--- config.mk ---
export PLATFORM = sky130hd
export DESIGN_NAME = data_sram_ctrl
export DESIGN_NICKNAME = d
export VERILOG_FILES = /design/src/rtl/data_sram_ctrl.sv
export SDC_FILE = /design/constraint.sdc
export NUM_CORES = 1
export LEC_CHECK = 0
export CELL_PAD_IN_SITES_DETAIL_PLACEMENT = 0
export CELL_PAD_IN_SITES_GLOBAL_PLACEMENT = 1
export CORE_MARGIN = 5
export CORE_UTILIZATION = 31
export CTS_CLUSTER_DIAMETER = 60
export DETAILED_ROUTE_END_ITERATION = 10
export GPL_TIMING_DRIVEN = 0
export HOLD_SLACK_MARGIN = 0.06
export PLACE_DENSITY_LB_ADDON = 0.1
export SLEW_MARGIN = 15
export SYNTH_ARGS = -nofsm -noshare
export SYNTH_HDL_FRONTEND = slang
export SYNTH_SLANG_ARGS = --single-unit
export TNS_END_PERCENT = 1
--- constraint.sdc ---
create_clock -name clk_50M -period 2.3 [get_ports clk_50M]
set_input_delay 0.46 -clock clk_50M [delete_from_list [all_inputs] [get_ports clk_50M]]
set_output_delay 0.46 -clock clk_50M [all_outputs]
set_load 0.02 [all_outputs]
--- src/rtl/data_sram_ctrl.sv ---
// data_sram_ctrl
// Data-memory controller sitting behind the CPU memory stage. Turns a
// single-cycle load/store request into a multi-cycle access on an
// asynchronous 32-bit SRAM, with store byte-lane steering and load extension.
//
// Ports:
//   clk_50M, reset_btn        clock, synchronous active-high reset
//   mem_addr, mem_wdata       byte address and right-aligned store data
//   mem_ctrl_signal[4:0]      [4] valid, [3] store, [2:1] size, [0] sign-extend
//   mem_rdata                 extended load result (held until next load)
//   mem_stall                 pipeline hold, combinational
//   addr_err                  one-cycle pulse on misaligned/illegal request
//   sram_addr, sram_dq_o/i,   SRAM word address and data bus halves
//   sram_dq_oe                tri-state enable for sram_dq_o
//   sram_ce_n/oe_n/we_n/be_n  active-low SRAM strobes and byte enables
module data_sram_ctrl #(
  parameter int WAIT_CYCLES = 2,
  parameter int SRAM_AW     = 20
) (
  input  logic               clk_50M,
  input  logic               reset_btn,
  input  logic [31:0]        mem_addr,
  input  logic [31:0]        mem_wdata,
  input  logic [4:0]         mem_ctrl_signal,
  output logic [31:0]        mem_rdata,
  output logic               mem_stall,
  output logic               addr_err,
  output logic [SRAM_AW-1:0] sram_addr,
  output logic [31:0]        sram_dq_o,
  input  logic [31:0]        sram_dq_i,
  output logic               sram_dq_oe,
  output logic               sram_ce_n,
  output logic               sram_oe_n,
  output logic               sram_we_n,
  output logic [3:0]         sram_be_n
);

  typedef enum logic [1:0] {IDLE, ACCESS, DONE} state_t;

  localparam logic [3:0] CNT_INIT = 4'(WAIT_CYCLES - 1);

  state_t      state_reg;
  logic [3:0]  cnt_reg;
  logic [1:0]  addr_lo_reg;
  logic [1:0]  size_reg;
  logic        sign_reg;
  logic        store_reg;

  logic        req_valid;
  logic        req_store;
  logic [1:0]  req_size;
  logic        misaligned;
  logic [31:0] wdata_steer;
  logic [3:0]  be_steer;
  logic [31:0] load_ext;
  logic [7:0]  load_byte;
  logic [15:0] load_half;

  // Address bits above the SRAM window are intentionally ignored.
  logic unused_addr_bits;
  assign unused_addr_bits = ^mem_addr[31:SRAM_AW+2];

  assign req_valid = mem_ctrl_signal[4];
  assign req_store = mem_ctrl_signal[3];
  assign req_size  = mem_ctrl_signal[2:1];

  always_comb begin
    misaligned = 1'b0;
    case (req_size)
      2'b01:   misaligned = mem_addr[0];
      2'b10:   misaligned = (mem_addr[1:0] != 2'b00);
      2'b11:   misaligned = 1'b1;
      default: misaligned = 1'b0;
    endcase
  end

  // Stores replicate the data across lanes and let be_n pick the lane;
  // loads always read the full word and extract afterwards.
  always_comb begin
    wdata_steer = mem_wdata;
    be_steer    = 4'b0000;
    if (req_store) begin
      case (req_size)
        2'b00: begin
          wdata_steer = {4{mem_wdata[7:0]}};
          be_steer    = ~(4'b0001 << mem_addr[1:0]);
        end
        2'b01: begin
          wdata_steer = {2{mem_wdata[15:0]}};
          be_steer    = mem_addr[1] ? 4'b0011 : 4'b1100;
        end
        default: begin
          wdata_steer = mem_wdata;
          be_steer    = 4'b0000;
        end
      endcase
    end
  end

  // Lane extraction uses the latched request, not the live inputs.
  always_comb begin
    load_byte = 8'(sram_dq_i >> {addr_lo_reg, 3'b000});
    load_half = addr_lo_reg[1] ? sram_dq_i[31:16] : sram_dq_i[15:0];
    case (size_reg)
      2'b00:   load_ext = sign_reg ? {{24{load_byte[7]}}, load_byte} : {24'h0, load_byte};
      2'b01:   load_ext = sign_reg ? {{16{load_half[15]}}, load_half} : {16'h0, load_half};
      default: load_ext = sram_dq_i;
    endcase
  end

  assign mem_stall = req_valid && (state_reg != DONE) && !reset_btn;

  always_ff @(posedge clk_50M) begin
    if (reset_btn) begin
      state_reg   <= IDLE;
      cnt_reg     <= 4'd0;
      addr_lo_reg <= 2'b00;
      size_reg    <= 2'b00;
      sign_reg    <= 1'b0;
      store_reg   <= 1'b0;
      mem_rdata   <= 32'h0;
      addr_err    <= 1'b0;
      sram_addr   <= '0;
      sram_dq_o   <= 32'h0;
      sram_dq_oe  <= 1'b0;
      sram_ce_n   <= 1'b1;
      sram_oe_n   <= 1'b1;
      sram_we_n   <= 1'b1;
      sram_be_n   <= 4'hF;
    end else begin
      case (state_reg)
        IDLE: begin
          addr_err <= 1'b0;
          if (req_valid) begin
            if (misaligned) begin
              // No SRAM cycle at all; just report and release the pipeline.
              state_reg <= DONE;
              addr_err  <= 1'b1;
              mem_rdata <= 32'h0;
            end else begin
              state_reg   <= ACCESS;
              cnt_reg     <= CNT_INIT;
              addr_lo_reg <= mem_addr[1:0];
              size_reg    <= req_size;
              sign_reg    <= mem_ctrl_signal[0];
              store_reg   <= req_store;
              sram_addr   <= mem_addr[SRAM_AW+1:2];
              sram_dq_o   <= wdata_steer;
              sram_be_n   <= be_steer;
              sram_ce_n   <= 1'b0;
              sram_oe_n   <= req_store;
              sram_we_n   <= !req_store;
              sram_dq_oe  <= req_store;
            end
          end
        end
        ACCESS: begin
          if (cnt_reg == 4'd0) begin
            state_reg <= DONE;
            if (store_reg) begin
              // End the write pulse but keep data driven one more cycle
              // so the SRAM sees hold time after we_n rises.
              sram_we_n <= 1'b1;
            end else begin
              mem_rdata <= load_ext;
            end
          end else begin
            cnt_reg <= cnt_reg - 4'd1;
          end
        end
        DONE: begin
          state_reg  <= IDLE;
          addr_err   <= 1'b0;
          sram_ce_n  <= 1'b1;
          sram_oe_n  <= 1'b1;
          sram_we_n  <= 1'b1;
          sram_dq_oe <= 1'b0;
          sram_be_n  <= 4'hF;
        end
        default: state_reg <= IDLE;
      endcase
    end
  end

endmodule
Yosys cells after proc, flatten, opt, wreduce, memory -nomap -nowiden
Cells that the tools add are included.

storage, ports and cells
  register bits after elaboration = 105
  bits of input ports = 103
  output and inout port bits = 94
  logic and storage cells = 93

operators by class
  add/subtract/negate cells = 1
  equal/unequal tests = 14
  shifts and indexed selects = 2
  mux-type cells = 41
  bitwise operators = 2
  reductions and logical operators = 18

operator list
  operator                                              number
  two-way mux 32 bit                                    7
  one-hot mux 32 bit (2 select lines)                   3
  right shift 32 x 5 -> 8 bit                           1
  two-way mux 4 bit                                     7
  one-hot mux 4 bit (2 select lines)                    3
  two-way mux 16 bit                                    1
  inequality test 2 bit (second input constant)         8
  two-way mux 1 bit                                     10
  AND reduction 5 bit                                   2
  one-hot mux 1 bit (2 select lines)                    4
  equality test 2 x 1 -> 1 bit (second input constant)  3
  equality test 2 bit (second input constant)           3
  logical NOT 2 bit                                     3
  two-way mux 2 bit                                     3
  one-hot mux 1 bit (3 select lines)                    2
  AND reduction 3 bit                                   2
  nonzero test 2 bit                                    3
  logical NOT 4 bit                                     1
  NOT 4 bit                                             1
  one-hot mux 2 bit (2 select lines)                    1
  AND reduction 4 bit                                   1
  << shifter 1 x 2 -> 4 bit (first input constant)      1
  subtractor 4 x 1 -> 4 bit (second input constant)     1
  nonzero test 3 bit                                    1
  4 further kinds                                       6

Depth between registers and ports, before layout
Gate-level depths: netlist of run 1.

  depth after elaboration = 7
  gate-level depth with buffers = 9
  mapped depth without buffers = 6

Least setup slack after synthesis of run 1
No wires, ideal clock.

  path kind = input to output
  from = in reset_btn
  to = out mem_stall
  arrival time = 1,416 ps
  data required time = 1,840 ps
  path slack = 424 ps
  cell stages on the path = 3
  path buffers = 2
  cells stage by stage = clkbuf_1 clkbuf_1 nor3b_1

on the way
  word-level cells in the longest chain between the ends = 2

RTL lines
  element            RTL line  RTL
  start, declared    21        input logic reset_btn,
  logical NOT 1 bit  111       assign mem_stall = req_valid && (state_reg != DONE) && !reset_btn;
  logical AND 1 bit  111
  end, declared      26        output logic mem_stall,

No other way between the ends.

Worst setup path after layout of run 1
  from = in mem_addr[1]
  to = reg addr_lo_reg[1]

on the way
  word-level cells in the longest chain between the ends = 4

RTL lines
  element                               RTL line  RTL
  start, declared                       22        input logic [31:0] mem_addr,
  nonzero test 2 bit                    71        2'b10: misaligned = (mem_addr[1:0] != 2'b00);
  one-hot mux 1 bit (3 select lines)    69        case (req_size)
  NOT 1 bit (no source line)            -
  AND reduction 3 bit (no source line)  -
  end signal, assigned                  143       addr_lo_reg <= mem_addr[1:0];
  end, declared                         44        logic [1:0] addr_lo_reg;

Several ways; a longest one is shown, not always the timed one.
A chain may end at the register's enable or synchronous reset.

==> results.sh, run 1 <==
export IMPL_cts_sinks=105
export IMPL_drt_pass1_iter_count=4
export IMPL_finalCritPeriodShare_pct=92.2
export IMPL_synth_edf_count=0
export IMPL_gp_congestion=0.834
export IMPL_fin_setup_tns_ps=0
export IMPL_yosysSeqAreaShare_pct=44.4
export IMPL_cts_buffers=9
export IMPL_grt_pass1_wl_um=25400
export IMPL_cts_max_level=3
export IMPL_dpl_hpwl_um=12700
export IMPL_fill_cells=1537
export IMPL_relSlewSlack_pct=31.7
export IMPL_slew_violations=0
export IMPL_synthCells=530
export IMPL_drt_iter0_drc=196
export IMPL_design_final_nets=834
export IMPL_hold_path_class="reg -> reg"
export IMPL_drv_cap=0
export IMPL_antenna_cells=0
export IMPL_initial_utilization_pct=31.4
export IMPL_syn_to_final_growth_pct=50.0
export IMPL_drtAntennaViolNets=0
export IMPL_avgSynthCellArea_um2=8.93
export IMPL_synth_seq_cells=105
export IMPL_crit_path_top_delay_cell="clkdlybuf4s50_1"
export IMPL_power_total_mw=4.59
export IMPL_fin_area_mm2=0.00710
export IMPL_wl_per_cell_um=17.7
export IMPL_coreArea_mm2=0.0151
export IMPL_largestRegisters="mem_rdata (32), sram_dq_o (32), sram_addr (20)"
export IMPL_synth_nets=639
export IMPL_finalWirelength_um=16200
export IMPL_port_buffers=184
export IMPL_place_area_mm2=0.00681
export IMPL_clock_latency_ps=360
export IMPL_yosysUniqueCellTypes=50
export IMPL_grt_use_total_pct=18.0
export IMPL_hold_viol_final=0
export IMPL_cp_data_arrival_time_ps=2390
export IMPL_synth_top_flop_cell="dfxtp_1"
export IMPL_die_w_um=134
export IMPL_worst_setup_path_start_kind="primary input"
export IMPL_num_rows=45
export IMPL_fp_dieH_um=134
export IMPL_grt_setup_unrepaired="no"
export IMPL_crit_chain="clkdlybuf4s50_1 -> or3_4 -> a21oi_4 -> buf_4 -> buf_4 -> nand2_1 -> a21oi_1"
export IMPL_drc=0
export IMPL_leakage_nw=2.55
export IMPL_yosysWarnings=0
export IMPL_postCtsSetupBuffers=0
export IMPL_tritoncts="done"
export IMPL_layout_min_cycle_time_ps=2120
export IMPL_synthesis_area_mm2=0.00473
export IMPL_fin_ws_ps=180
export IMPL_final_layout_size_suffix_gt1_share_pct=8.08
export IMPL_grt_pass1_vias=4613
export IMPL_setup_violations=0
export IMPL_vias=4549
export IMPL_cpMostUsedCell="buf_4"
export IMPL_crit_type="in -> reg"
export IMPL_clockBufferDepth=2
export IMPL_clockRootBuffer="clkbuf_16"
export IMPL_antenna_found_initial=0
export IMPL_io_pins=197
export IMPL_endpoint_kind="register"
export IMPL_via_per_inst=4.96
export IMPL_design_die_area_mm2=0.0178
export IMPL_power_density_mw_per_mm2=646
export IMPL_place_ws_ps=-296
export IMPL_grt_max_degree=18
export IMPL_grt_ovfl_total=0
export IMPL_vdd_ir_drop_worst_mv=0.346
export IMPL_critPathMaxStageDelay_ps=540
export IMPL_worstMarginPinSlew_ps=1020
export IMPL_max_clock_freq_mhz=472
export IMPL_cp_max_fo=10
export IMPL_async_reset_ff_share_pct=0
export IMPL_clkSlewWorstSetupHoldPaths_ps=80
export IMPL_clock_skew_final_ps=11.5
export IMPL_status="complete, no violations"
export IMPL_crit_required_ps=2570
[worst max-delay path: cells and delay by family]
family	cells	cell delay, ps
AOI/OAI and AO/OA	2	400
buffers and inverters	3	980
and+or+nand+nor	2	540
[where the power goes]
part / internal [mW] / switching [mW]
clock: 0.801 / 0.714
sequential: 1.92 / 0.0628
combinational: 0.510 / 0.578
[placed cells by master, fill, tap and decap left out, types with 2 or more instances in the layout]
cell             netlist  layout
nor3b_1                2       2
nand2b_1              33      33
clkbuf_1              19      18
nand4_1                2       2
nor2_1                13      13
a211o_1                2       2
buf_4                  4       4
o2bb2ai_1              7       7
clkdlybuf4s50_1        0     183
mux2i_1               19      19
nand3b_1               2       2
a21o_2                 1       2
o211ai_1              18      18
a22o_1                18      18
a211oi_1               8       8
ha_1                   6       6
clkinv_2               0       2
buf_6                  4       4
clkbuf_16              0       9
clkbuf_2               0       2
nand2_1              113     113
nor2b_1                3       3
mux2_2                 9       9
clkbuf_8               0       2
a221o_1                4       4
a21oi_1               62      61
o21ai_0                3       3
nand3_1                4       4
inv_6                  0       2
nor3_1                 3       3
inv_1                 12      12
o221ai_1               8       8
a221oi_2               2       2
buf_2                 11      11
a32o_1                 8       8
a21o_1                 6       5
dfxtp_1              105     105
[cell usage after synthesis, types with 3 or more instances]
master / n / share of area, %
clkbuf_1: 19 / 1.5
dfxtp_1: 105 / 44
nand2_1: 113 / 9.0
ha_1: 6 / 1.6
buf_4: 4 / 0.63
nand3_1: 4 / 0.42
buf_6: 4 / 0.95
o211ai_1: 18 / 2.9
o21ai_0: 3 / 0.32
o2bb2ai_1: 7 / 1.3
a32o_1: 8 / 1.7
buf_2: 11 / 1.2
nor2_1: 13 / 1.0
mux2_2: 9 / 2.1
a22o_1: 18 / 3.3
mux2i_1: 19 / 4.0
a211oi_1: 8 / 1.3
a221o_1: 4 / 0.85
a21oi_1: 62 / 6.6
inv_1: 12 / 0.95
nand2b_1: 33 / 4.4
o221ai_1: 8 / 1.5
nor3_1: 3 / 0.32
nor2b_1: 3 / 0.40
a21o_1: 6 / 0.95
[final cells by class]
class | instances | area, um^2 | share of cell area (%)
multi-input combinational | 375 | 2390 | 33.7
clock inverter | 5 | 36.3 | 0.511
sequential | 105 | 2100 | 29.6
timing repair buffer | 184 | 1840 | 25.9
clock buffer | 11 | 253 | 3.56
tap | 188 | 235 | 3.31
inverter | 12 | 45.0 | 0.634
buffer | 38 | 203 | 2.85
[cells by family (layout without fill, tap and decap cells)]
logic type	after synthesis	in the layout	share of synthesized area (%)
and+or+nand+nor	182	182	17.8
buffers and inverters	50	250	5.21
muxes	28	28	6.16
DFF	105	105	44.4
adders and majority gates	6	6	1.59
AOI/OAI and AO/OA	159	159	24.8
[what timing repair did]
action,4_1_cts,5_1_grt
gates resized for setup,3,4
hold buffers,0,0
setup endpoints to repair,8,23
[per-layer routing]
layer	wire length (um)	share of wire [%]	global-route usage [%]	vias up
li1	-	-	-	2286
met5	0	0	0	-
met3	1180	7.3	6.99	15
met2	7680	47	28.9	121
met4	197	1.2	5.26	0
met1	7170	44	22.6	2127
[stage by stage]
stage	hold slack [ps]	std cells	utilization, %
2_1_floorplan	463	530	-
3_3_place_gp	440	902	45.1
3_5_place_dp	444	902	45.1
4_1_cts	456	918	47.1
5_1_grt	469	918	47.1
6_report	453	918	47.1
[final timing paths]
| check | from | endpoint | slack, ps | cells after the start |
|---|---|---|---|---|
| setup / recovery | mem_addr[1] | addr_lo_reg[1] | 180 | 7 |
| hold / removal | sram_dq_o[28] | sram_dq_o[28] | 450 | 2 |
| hold reg to reg | sram_dq_o[28] | sram_dq_o[28] | 450 | 2 |
| setup reg to reg | state_reg[0] | mem_rdata[26] | 190 | 8 |
No activity file was read; power rests on OpenSTA's default activity.
==> inputs of run 2 (changes only) <==
--- a/config.mk
+++ b/config.mk
@@ -11,9 +11,11 @@
 export CORE_UTILIZATION = 31
 export CTS_CLUSTER_DIAMETER = 60
 export DETAILED_ROUTE_END_ITERATION = 10
+export GPL_ROUTABILITY_DRIVEN = 1
 export GPL_TIMING_DRIVEN = 0
 export HOLD_SLACK_MARGIN = 0.06
 export PLACE_DENSITY_LB_ADDON = 0.1
+export RECOVER_POWER = 100
 export SLEW_MARGIN = 15
 export SYNTH_ARGS = -nofsm -noshare
 export SYNTH_HDL_FRONTEND = slang
==> run 2 against run 1 <==
Non-clock buffer count stayed put. Die area stayed put. Maximum frequency is 4.5% lower. Worst hold slack worse by 3.7 ps. Critical path depth is 1 lower. Largest power group unchanged. Clock skew is 5.0 ps lower.
==> results.sh, run 2 (synthesized netlist as in run 1, its figures left out) <==
export IMPL_num_rows=45
export IMPL_drc=0
export IMPL_setup_violations=0
export IMPL_cts_max_level=3
export IMPL_worstMarginPinSlew_ps=1010
export IMPL_postCtsSetupBuffers=0
export IMPL_layout_common_cells="113 x nand2_1, 105 x dfxtp_1, 94 x dlygate4sd3_1"
export IMPL_finalCritPeriodShare_pct=96.5
export IMPL_die_w_um=134
export IMPL_p_sw_mw=1.35
export IMPL_top_layer="met4"
export IMPL_io_pins=197
export IMPL_clockRootBuffer="clkbuf_16"
export IMPL_grt_pass1_wl_um=25400
export IMPL_finalWirelength_um=16200
export IMPL_fin_ws_ps=80.3
export IMPL_crit_required_ps=2600
export IMPL_worst_setup_path_start_kind="primary input"
export IMPL_crit_path_top_delay_cell="dlygate4sd3_1"
export IMPL_leakage_nw=2.81
export IMPL_met3_length_um=1210
export IMPL_pwr_share_clk_pct=33.4
export IMPL_met2WireLength_um=7630
export IMPL_multi_input_area_mm2=0.00237
export IMPL_drv_cap=0
export IMPL_syn_to_final_growth_pct=49.6
export IMPL_coreArea_mm2=0.0151
export IMPL_clock_skew_final_ps=6.43
export IMPL_swShare_pct=29.7
export IMPL_clkSlewWorstSetupHoldPaths_ps=70
export IMPL_initial_utilization_pct=31.4
export IMPL_vdd_ir_drop_worst_mv=0.352
export IMPL_grt_ovfl_total=0
export IMPL_relSlewSlack_pct=32.5
export IMPL_power_total_mw=4.55
export IMPL_grt_setup_unrepaired="no"
export IMPL_seqPwrFrac_pct=43.6
export IMPL_fill_cells=1541
export IMPL_clockBufferDepth=2
export IMPL_layout_commonest_cell="nand2_1"
export IMPL_endpoint_kind="register"
export IMPL_seq_area_mm2=0.00210
export IMPL_tritoncts="done"
export IMPL_drt_iter0_drc=215
export IMPL_grt_pass1_vias=4613
export IMPL_dpl_hpwl_um=12700
export IMPL_antenna_found_initial=0
export IMPL_hold_path_class="reg -> reg"
export IMPL_cp_max_fo=10
export IMPL_critPathMaxStageDelay_ps=650
export IMPL_drtAntennaViolNets=0
export IMPL_cts_sinks=105
export IMPL_cts_buffers=9
export IMPL_gp_congestion=0.834
export IMPL_crit_chain="dlygate4sd3_1 -> or3_4 -> a21o_1 -> a41oi_2 -> buf_6 -> a22o_1"
export IMPL_drt_pass1_iter_count=6
export IMPL_max_clock_freq_mhz=451
export IMPL_design_final_nets=834
export IMPL_combPwrFrac_pct=23.0
export IMPL_wl_per_cell_um=17.7
export IMPL_status="complete, no violations"
export IMPL_grt_use_total_pct=18.0
export IMPL_fp_dieH_um=134
export IMPL_antenna_cells=0
export IMPL_hold_viol_final=0
export IMPL_cp_data_arrival_time_ps=2520
export IMPL_via_per_inst=4.97
export IMPL_grt_max_degree=18
export IMPL_slew_violations=0
export IMPL_clock_latency_ps=360
export IMPL_place_ws_ps=-296
export IMPL_vias=4559
export IMPL_design_die_area_mm2=0.0178
export IMPL_largestRegisters="mem_rdata (32), sram_dq_o (32), sram_addr (20)"
export IMPL_final_layout_size_suffix_gt1_share_pct=7.81
export IMPL_crit_type="in -> reg"
export IMPL_wl_met1_um=7180
export IMPL_internal_power_mw=3.20
export IMPL_port_buffers=184
export IMPL_layout_min_cycle_time_ps=2220
export IMPL_power_density_mw_per_mm2=642
## run 2: cell types whose count changed in the layout (fill, tap and decap cells not counted), sizes merged
cell,before,now
buf,19,17
clkbuf,31,33
clkdlybuf4s50,183,89
dlygate4sd3,0,94
## run 2: routing by layer
metal / vias up / track usage (%)
li1: 2286 / -
met1: 2125 / 22.6
met2: 131 / 28.9
met3: 17 / 6.99
met4: 0 / 5.26
met5: - / 0
## run 2: layout make-up
class / instances / area share (%)
clock inverters: 5 / 0.512
repair buffers: 184 / 25.9
inverters: 12 / 0.636
multi-input cells: 375 / 33.5
clock buffers: 11 / 3.57
well taps: 188 / 3.32
flip-flops and latches: 105 / 29.7
plain buffers: 38 / 2.86
## run 2: what timing repair did
item	in CTS	in global routing
hold buffers	0	0
setup endpoints to repair	8	23
gates resized for setup	3	4
## run 2: per-stage QoR
step	cell area, um^2	setup TNS [ps]	hold slack, ps	utilization [%]	std cells
6_report	7080	0	449	46.9	918
5_1_grt	7080	0	466	46.9	918
4_1_cts	7100	0	456	47.1	918
3_5_place_dp	6810	-16300	444	45.1	902
3_3_place_gp	6810	-14080	440	45.1	902
2_1_floorplan	4730	0	463	-	530
## run 2: path summary, 6_finish.rpt
check                        to  depth (start not counted)     startpoint  slack, ps
setup / recovery  mem_rdata[19]                          6    mem_addr[1]         80
hold / removal    sram_dq_o[28]                          2  sram_dq_o[28]        450
setup reg to reg  mem_rdata[19]                          7   state_reg[1]        140
hold reg to reg   sram_dq_o[28]                          2  sram_dq_o[28]        450
## run 2: critical path, delay by kind of cell
| family | cells | cell delay, ps |
|---|---|---|
| compound gates | 3 | 730 |
| simple gates | 1 | 460 |
| buf+inv | 2 | 870 |
## run 2: power by group through the flow
stage	logic (mW)	registers (mW)	clock network, mW
after floorplan	0.480	2.13	0
after global placement	1.09	2.02	0
after detailed placement	1.10	2.03	0
after CTS	1.10	1.99	1.57
after global routing	1.14	2.00	1.65
final	1.05	1.98	1.52
==> RTL change (flow settings as in run 2) <==
Make the reset (`reset_btn`) asynchronous in one clocked block. Comments in the files are not updated.
--- a/src/rtl/data_sram_ctrl.sv
+++ b/src/rtl/data_sram_ctrl.sv
@@ -112,3 +112,3 @@
 
-  always_ff @(posedge clk_50M) begin
+  always_ff @(posedge clk_50M or posedge reset_btn) begin
     if (reset_btn) begin
Formal check against the unedited RTL: differs if reset_btn is asserted again (counterexample within 4 cycles, from zero or initial values and one cycle with reset_btn high); with reset_btn held inactive, the same outputs for 4 cycles.
==> RTL change against run 2 <==
  * Count of clock-buffer cells in the layout shrank 1
  * Register-to-register slack improved by 0.02 ns
  * Setup slack gained 0.034 ns
  * Routed wire length grew 2.8%
  * Clock skew rose by 0.0013 ns
  * Area after synthesis rose by 9.9%
  * Synthesized cell count shrank 6.8%
  * Sequential cell count unchanged
  * Via count shrank 1.1%
  * Design area increased by 8.2%
  * Sequential share of layout area up 4.7 points
  * Critical endpoint is now sram_dq_o[31]
Power is not compared: it rests on default switching activity, and its combinational part moved more than twofold at a synthesized area within 25%.
==> RTL change: results (changes against run 2) <==
<table>
<tr><th>Metric</th><th>Value</th></tr>
<tr><th colspan="2">Synth</th></tr>
<tr><td>Proportion of synthesized area in mux cells</td><td>11.5% (was 6.16%)</td></tr>
<tr><td>Most frequent cells after synthesis</td><td>dfrtp_1 (98), nand2_1 (67), nor2_1 (40), mux2_1 (28) (was nand2_1 (113), dfxtp_1 (105), a21oi_1 (62), nand2b_1 (33))</td></tr>
<tr><td>Ys flop type</td><td>dfrtp_1 (was dfxtp_1)</td></tr>
<tr><td>Synthesized net count</td><td>603 (was 639)</td></tr>
<tr><td>Share of synthesized area occupied by flip-flops and latches</td><td>50.7% (was 44.4%)</td></tr>
<tr><td>Number of instances in the synthesized netlist</td><td>494 (was 530)</td></tr>
<tr><td>Fraction of the mapped netlist area in compound gates</td><td>18.3% (was 24.8%)</td></tr>
<tr><td>Synth async-reset ratio</td><td>100% (was 0%)</td></tr>
<tr><th colspan="2">Routing</th></tr>
<tr><td>Average wire per cell in the routed design</td><td>18.2 um (was 17.7 um)</td></tr>
<tr><td>Pre-antenna DRT Iters</td><td>4 (was 6)</td></tr>
<tr><td>Count of vias placed by the detailed router</td><td>4511 (was 4559)</td></tr>
<tr><td>Count of routing violations after the opening detailed-route iteration</td><td>211 (was 215)</td></tr>
<tr><th colspan="2">Setup path</th></tr>
<tr><td>Worst reg2reg path depth</td><td>8 (was 7)</td></tr>
<tr><td>Endpoint of the worst register-to-register path</td><td>mem_rdata[6] (was mem_rdata[19])</td></tr>
<tr><td>Data arrival time at the worst-slack endpoint</td><td>2.40 ns (was 2.52 ns)</td></tr>
<tr><td>FF-to-FF Start</td><td>cnt_reg[0] (was state_reg[1])</td></tr>
<tr><td>Slack of the worst reg-to-reg path</td><td>0.16 ns (was 0.14 ns)</td></tr>
<tr><th colspan="2">Placement</th></tr>
<tr><td>Worst setup slack before clock tree synthesis</td><td>-0.297 ns (was -0.296 ns)</td></tr>
<tr><td>Dpl hpwl</td><td>12900 um (was 12700 um)</td></tr>
<tr><td>Port Buffer Count</td><td>186 (was 184)</td></tr>
<tr><th colspan="2">GRT</th></tr>
<tr><td>Largest net degree at the start of global routing</td><td>35 (was 18)</td></tr>
<tr><td>Wire length of the first global-routing pass</td><td>26200 um (was 25400 um)</td></tr>
<tr><td>All-layer global routing usage</td><td>17.0% (was 18.0%)</td></tr>
<tr><th colspan="2">STA</th></tr>
<tr><td>Slew at the pin with the worst max-slew slack</td><td>0.953 ns (was 1.01 ns)</td></tr>
<tr><td>Final hold slack</td><td>0.476 ns (was 0.449 ns)</td></tr>
<tr><td>Maximum achievable frequency</td><td>0.458 GHz (was 0.451 GHz)</td></tr>
<tr><th colspan="2">Final layout</th></tr>
<tr><td>Finished Layout Cells</td><td>920 (was 918)</td></tr>
<tr><th colspan="2">Outcome</th></tr>
<tr><td>Result of the run</td><td>completed (unchanged)</td></tr>
<tr><th colspan="2">Min path</th></tr>
<tr><td>Worst min-delay path endpoint</td><td>sram_dq_o[12] (was sram_dq_o[28])</td></tr>
</table>
[RTL change: changes by cell type after synthesis, moves of 14 or more]
| cell | run 2 | this run |
|---|---|---|
| a21oi_1 | 62 | 16 |
| nor2_1 | 13 | 40 |
| o211ai_1 | 18 | 0 |
| nand2b_1 | 33 | 10 |
| mux2_1 | 0 | 28 |
| dfxtp_1 | 105 | 0 |
| o21ai_0 | 3 | 17 |
| dfrtp_1 | 0 | 98 |
| o31ai_1 | 1 | 17 |
| nand2_1 | 113 | 67 |
[RTL change: power by group through the flow]
stage | clock network, mW | logic [mW] | registers, mW
6_report | 1.61 | 4.42 | 2.93
5_1_grt | 1.73 | 4.81 | 3.04
4_1_cts | 1.66 | 4.70 | 2.97
3_5_place_dp | 0 | 4.69 | 2.99
3_3_place_gp | 0 | 4.63 | 2.96
2_1_floorplan | 0 | 2.03 | 3.62
[RTL change: cells by family after synthesis]
group,count (synthesis)
AND/OR/NAND/NOR,146
adder cells (fa/ha/maj),6
multiplexers,53
AO/OA/AOI/OAI,129
buffers and inverters,55
flip-flops,105
[RTL change: how the worst max path moves through the flow]
stage | startpoint | to | cells past startpoint
final | mem_ctrl_signal[1] | sram_dq_o[31] | 8
after global routing | cnt_reg[0] | mem_rdata[4] | 8
after CTS | state_reg[0] | mem_stall | 5
after detailed placement | mem_ctrl_signal[3] | sram_be_n[1] | 6
after global placement | reset_btn | sram_addr[14] | 2
after floorplan | cnt_reg[0] | mem_rdata[24] | 8
[RTL change: timing repair]
| item | 4_1_cts | 5_1_grt |
|---|---|---|
| resized for setup | 3 | 3 |
| setup endpoints to repair | 1 | 2 |
| setup buffers | 0 | 0 |
| hold buffers | 0 | 0 |
[RTL change: layout make-up]
cell class | instances | area [um2]
diodes | 1 | 2.50
plain buffers | 34 | 176
clock buffers | 10 | 229
clock inverters | 6 | 76.3
fillers | 1614 | 8860
inverters | 21 | 80.1
multi-input cells | 334 | 2300
flip-flops and latches | 105 | 2640
well taps | 220 | 275
repair buffers | 189 | 1890
[RTL change: routing by layer]
| layer | global-route usage [%] | share of wire (%) | vias to the layer above |
|---|---|---|---|
| met5 | 0 | 0.12 | - |
| met4 | 4.69 | 1.1 | 2 |
| met3 | 5.80 | 7.5 | 15 |
| met2 | 27.5 | 47 | 138 |
| met1 | 21.9 | 44 | 2188 |
| li1 | - | - | 2168 |
[RTL change: worst reg2reg max path, delay by kind of cell, from the launching register on]
kind / cells / cell delay (ns)
fa+ha+maj: 1 / 0.20
buf+inv: 2 / 0.41
flops: 1 / 0.41
compound gates: 3 / 0.55
simple gates: 2 / 0.46
